<file path="src/rtl/buffer_run_ctrl.sv">
// buffer_run_ctrl
// Sequences one run of a delay Buffer unit. An accepted start latches the
// delay amount and the run length. The controller then holds the Buffer's
// running input high for length+amount+1 cycles and frames the input-accept
// window (in_en) and the delayed-output window (out_valid). After each run
// there is a one-cycle DONE state with running low, so the Buffer's internal
// FIFO is cleared before the next run begins.
//
// Ports
//   clk       : clock
//   rst_n     : asynchronous active-low reset
//   start     : run request, honoured only in IDLE or DONE
//   abort     : synchronous cancel; has priority over start and over completion
//   amount_i  : delay amount, latched on an accepted start
//   length_i  : number of input samples, latched on an accepted start
//   running   : drives the Buffer running input
//   amount_o  : drives the Buffer amount input; stable for the whole run
//   in_en     : the Buffer input sample is consumed this cycle
//   out_valid : the Buffer output is a valid delayed sample this cycle
//   busy      : high while a run is in progress
//   done      : one-cycle pulse when a run completes normally
module buffer_run_ctrl #(
  parameter int DELAY_W = 7,
  parameter int LEN_W   = 16
) (
  input  logic               clk,
  input  logic               rst_n,
  input  logic               start,
  input  logic               abort,
  input  logic [DELAY_W-1:0] amount_i,
  input  logic [LEN_W-1:0]   length_i,
  output logic               running,
  output logic [DELAY_W-1:0] amount_o,
  output logic               in_en,
  output logic               out_valid,
  output logic               busy,
  output logic               done
);

  // One extra bit over the wider field, so amount+length can never wrap.
  localparam int CNT_W = ((LEN_W > DELAY_W) ? LEN_W : DELAY_W) + 1;

  typedef enum logic [1:0] {
    IDLE = 2'd0,
    RUN  = 2'd1,
    DONE = 2'd2
  } state_t;

  state_t             state_r, state_s;
  logic [CNT_W-1:0]   cnt_r, cnt_s;
  logic [LEN_W-1:0]   len_r, len_s;
  logic [DELAY_W-1:0] amt_r, amt_s;

  // The last run cycle index is amount+len. It is computed for the current
  // configuration (to end the run) and for the next one (to decode outputs).
  logic [CNT_W-1:0]   last_cur_s;
  logic [CNT_W-1:0]   amt_nxt_s, len_nxt_s, last_nxt_s, first_out_nxt_s;
  logic               running_s, in_en_s, out_valid_s, done_s;

  assign last_cur_s      = CNT_W'(amt_r) + CNT_W'(len_r);
  assign amt_nxt_s       = CNT_W'(amt_s);
  assign len_nxt_s       = CNT_W'(len_s);
  assign last_nxt_s      = amt_nxt_s + len_nxt_s;
  assign first_out_nxt_s = amt_nxt_s + CNT_W'(1);

  // Next state, next counter and next latched configuration.
  always_comb begin
    state_s = state_r;
    cnt_s   = cnt_r;
    len_s   = len_r;
    amt_s   = amt_r;
    case (state_r)
      IDLE, DONE: begin
        if (abort) begin
          state_s = IDLE;
          cnt_s   = CNT_W'(0);
        end else if (start) begin
          amt_s = amount_i;
          len_s = length_i;
          cnt_s = CNT_W'(0);
          if (length_i != LEN_W'(0)) begin
            state_s = RUN;
          end else begin
            state_s = DONE;
          end
        end else begin
          state_s = IDLE;
          cnt_s   = CNT_W'(0);
        end
      end
      RUN: begin
        if (abort) begin
          state_s = IDLE;
          cnt_s   = CNT_W'(0);
        end else if (cnt_r == last_cur_s) begin
          state_s = DONE;
          cnt_s   = CNT_W'(0);
        end else begin
          state_s = RUN;
          cnt_s   = cnt_r + CNT_W'(1);
        end
      end
      default: begin
        state_s = IDLE;
        cnt_s   = CNT_W'(0);
      end
    endcase
  end

  // Output values for the cycle that follows, decoded from the next state and counter.
  always_comb begin
    running_s   = 1'b0;
    in_en_s     = 1'b0;
    out_valid_s = 1'b0;
    done_s      = 1'b0;
    if (state_s == RUN) begin
      running_s   = 1'b1;
      in_en_s     = (cnt_s < len_nxt_s);
      out_valid_s = (cnt_s >= first_out_nxt_s) && (cnt_s <= last_nxt_s);
    end else if (state_s == DONE) begin
      done_s = 1'b1;
    end else begin
      running_s = 1'b0;
    end
  end

  // State, counter, latched configuration and registered outputs.
  always_ff @(posedge clk or negedge rst_n) begin
    if (!rst_n) begin
      state_r   <= IDLE;
      cnt_r     <= CNT_W'(0);
      len_r     <= LEN_W'(0);
      amt_r     <= DELAY_W'(0);
      running   <= 1'b0;
      in_en     <= 1'b0;
      out_valid <= 1'b0;
      busy      <= 1'b0;
      done      <= 1'b0;
    end else begin
      state_r   <= state_s;
      cnt_r     <= cnt_s;
      len_r     <= len_s;
      amt_r     <= amt_s;
      running   <= running_s;
      in_en     <= in_en_s;
      out_valid <= out_valid_s;
      busy      <= running_s;
      done      <= done_s;
    end
  end

  assign amount_o = amt_r;

endmodule

</file>
<file path="config.mk">
export PLATFORM = sky130hd
export DESIGN_NAME = buffer_run_ctrl
export DESIGN_NICKNAME = d
export VERILOG_FILES = /design/src/rtl/buffer_run_ctrl.sv
export SDC_FILE = /design/constraint.sdc
export NUM_CORES = 1
export LEC_CHECK = 0
export ABC_AREA = 1
export ABC_CLOCK_PERIOD_IN_PS = 4600
export CORE_UTILIZATION = 42
export DETAILED_ROUTE_END_ITERATION = 8
export PLACE_DENSITY = 0.68
export SLEW_MARGIN = 10
export SYNTH_ARGS = -nofsm -noshare
export SYNTH_HDL_FRONTEND = slang
export SYNTH_SLANG_ARGS = --single-unit
</file>
<file path="constraint.sdc">
create_clock -name clk -period 4.6 [get_ports clk]
set_input_delay 0.69 -clock clk [delete_from_list [all_inputs] [get_ports clk]]
set_output_delay 0.69 -clock clk [all_outputs]
set_load 0.02 [all_outputs]
</file>
==> out/results.ini <==
[run_status]
outcome=finished clean

[power]
ir_drop_v=0.000200
powerDensity_nw_per_um2=353
p_leak_nw=2.94
power_frac_comb_pct=58.7
total_power_w=0.00198
clockPowerShare_pct=15.5
internal_power_w=0.00112
seq_power_share_pct=25.8
swShare_pct=43.5
switchingPower_w=0.000860

[finish]
syn_to_final_growth_pct=25.9
nets=798
fin_util_pct=54.4
n_antenna_cell=0
final_cell_mix=nand2_1 (144), inv_1 (91), nor2_1 (50), ha_1 (50), dfrtp_1 (46)
drive_above_1_share_pct=16.5
final_common_cell=nand2_1

[cts]
cts.sinks=46
clk_pin_slew_ns=0.09
cts_tree=yes
postCtsHoldBufs=0
root_buffer=clkbuf_8
cts.path.max_buffers=2
cts-buffers-inserted=5
cts_max_level=2
worstSkewPairLatency_ns=0.30

[hold_path]
hold_path_class=reg -> reg
holdPathStages=1
worstHoldStart=cnt_r[0]
hold_end=cnt_r[0]

[floorplan]
die-area_um2=11000
core_um2=10300
die_h_um=105
die_w_um=105
rows=37
pin_count=39
initial_utilization_pct=43.2

[sta]
fin_tns_setup_ns=0
timing.fmax_mhz=239
post-route-period-util_pct=90.9
hold_viol=0
clock_skew_ns=0.00859
slew_headroom_pct=27.4
slew_violations=0
tightest_slew_ns=1.09
post-route-min-period_ns=4.18
setup_viol_count_final=0
rsz0062_at_grt=no
holdWs_ns=0.522

[global_routing]
grt_max_degree=47
antenna_found_initial=0
overflow=0
grt_pass1_vias=4312
track_usage_pct=23.8
grt_pass1_wl_um=20500

[setup_path]
critPathTopFamily=simple AND/OR/NAND/NOR gates
r2r-end=out_valid
cp-start-kind=input pin
crit_path_top_delay_cell=fa_2
ff2ff_path_depth=26
cp.arrival_ns=4.41
rrSetupSlack_ns=0.54
worstPathRequired_ns=4.84
r2r-start=state_r[0]
worst-path-buf-inv=4
critPathMaxStageDelay_ns=0.35
worst-path-max-fanout=6
path_class=in -> reg
endpoint_kind=flop

[synth]
synth_seq_cells=46
yosysWarnings=0
synthCells=629
synth_cell_type_count=39
synth_nets=712
syn_area_um2=4440
yosysSeqAreaShare_pct=25.9
avgSynthCellArea_um2=7.07

[routing]
dr.pass1.iters=7
drt_first_iter_violations=311
ant_nets=0
wl_um=13200
vias=4545
wl_per_cell_um=15.5
drc=0
viasPerCell=5.33

[placement]
gp_congestion=0.929
io_buffers=38
dp_hpwl_um=10600

[flow_run]
cap_violations=0

[metal layers]
| metal | part of all wire, % | global-route usage [%] | wire, um | vias up |
|---|---|---|---|---|
| met5 | 0 | 0 | 0 | - |
| met4 | 2.5 | 6.24 | 328 | 0 |
| met3 | 5.4 | 2.43 | 708 | 31 |
| met2 | 48 | 40.9 | 6410 | 141 |
| met1 | 44 | 31.8 | 5790 | 2152 |
| li1 | - | - | - | 2221 |
[per-stage QoR]
step                      worst slack [ns]  std cells  cell area, um2
final                                0.421        852            5590
after global routing                 0.179        852            5590
after CTS                           0.0497        839            5340
after detailed placement            -0.478        831            5220
after global placement              -0.264        831            5220
after floorplan                      0.145        629            4440
[kinds of logic after synthesis]
kind of cell / share of synthesized area [%]
xor+xnor: 8.87
simple gates: 31.2
flops: 25.9
compound gates: 8.64
fa+ha+maj: 16.1
mux: 0.225
buf+inv: 9.09
[sequential cells by signal, indices dropped and copies added (netlist names)]
register	flops
out_valid	1
in_en	1
done	1
len_r	16
amount_o	7
busy	1
cnt_r	17
state_r	2
[worst max-delay path by stage]
stage          start        end  cells after the start
2_1_floorplan  abort  out_valid                     28
3_3_place_gp   abort  out_valid                     27
3_5_place_dp   abort  out_valid                     28
4_1_cts        abort  out_valid                     27
5_1_grt        abort  out_valid                     27
6_report       start  out_valid                     26
[area by class of cell]
type	count	area, um2
Clock buffer	6	72.6
Clock inverter	2	37.5
Fill cell	1003	4680
Inverter	98	373
Multi-Input combinational cell	478	3030
Sequential cell	46	1150
Tap cell	136	170
Timing Repair Buffer	85	749
Timing Repair inverter	1	6.26
[Yosys cell counts (all sizes together)]
cell type | count | area [um2]
o221ai | 1 | 8.76
o211ai | 1 | 7.51
o22ai | 2 | 12.5
nand4 | 12 | 75.1
nand3 | 48 | 258
nor4 | 9 | 56.3
o21bai | 1 | 7.51
nor2 | 56 | 223
o211a | 1 | 10.0
nor3 | 13 | 70.1
clkbuf | 3 | 11.3
xor2 | 37 | 324
a211oi | 3 | 22.5
a21oi | 31 | 159
inv | 98 | 368
a211o | 1 | 8.76
nand3b | 1 | 7.51
nand2 | 147 | 564
dfrtp | 46 | 1150
o21ai | 25 | 125
ha | 54 | 676
mux2i | 1 | 10.0
buf | 4 | 25.0
a21o | 3 | 22.5
or2 | 20 | 125
and2 | 1 | 6.26
fa | 2 | 40.0
xnor2 | 8 | 70.1
[power groups by stage]
stage / Sequential, W / Combinational [W] / Clock (W)
after floorplan: 0.000505 / 0.000692 / 0
after global placement: 0.000516 / 0.00102 / 0
after detailed placement: 0.000516 / 0.00106 / 0
after CTS: 0.000508 / 0.00106 / 0.000312
after global routing: 0.000515 / 0.00130 / 0.000328
final: 0.000510 / 0.00116 / 0.000307
[timing repair]
action | in CTS | in global routing
endpoints found under the setup margin | 1 | 1
pin swaps | 0 | 16
setup buffers | 0 | 12
gates cloned | 0 | 1
gates resized for setup | 5 | 41
Note: power is estimated with default switching activity, not from simulation.
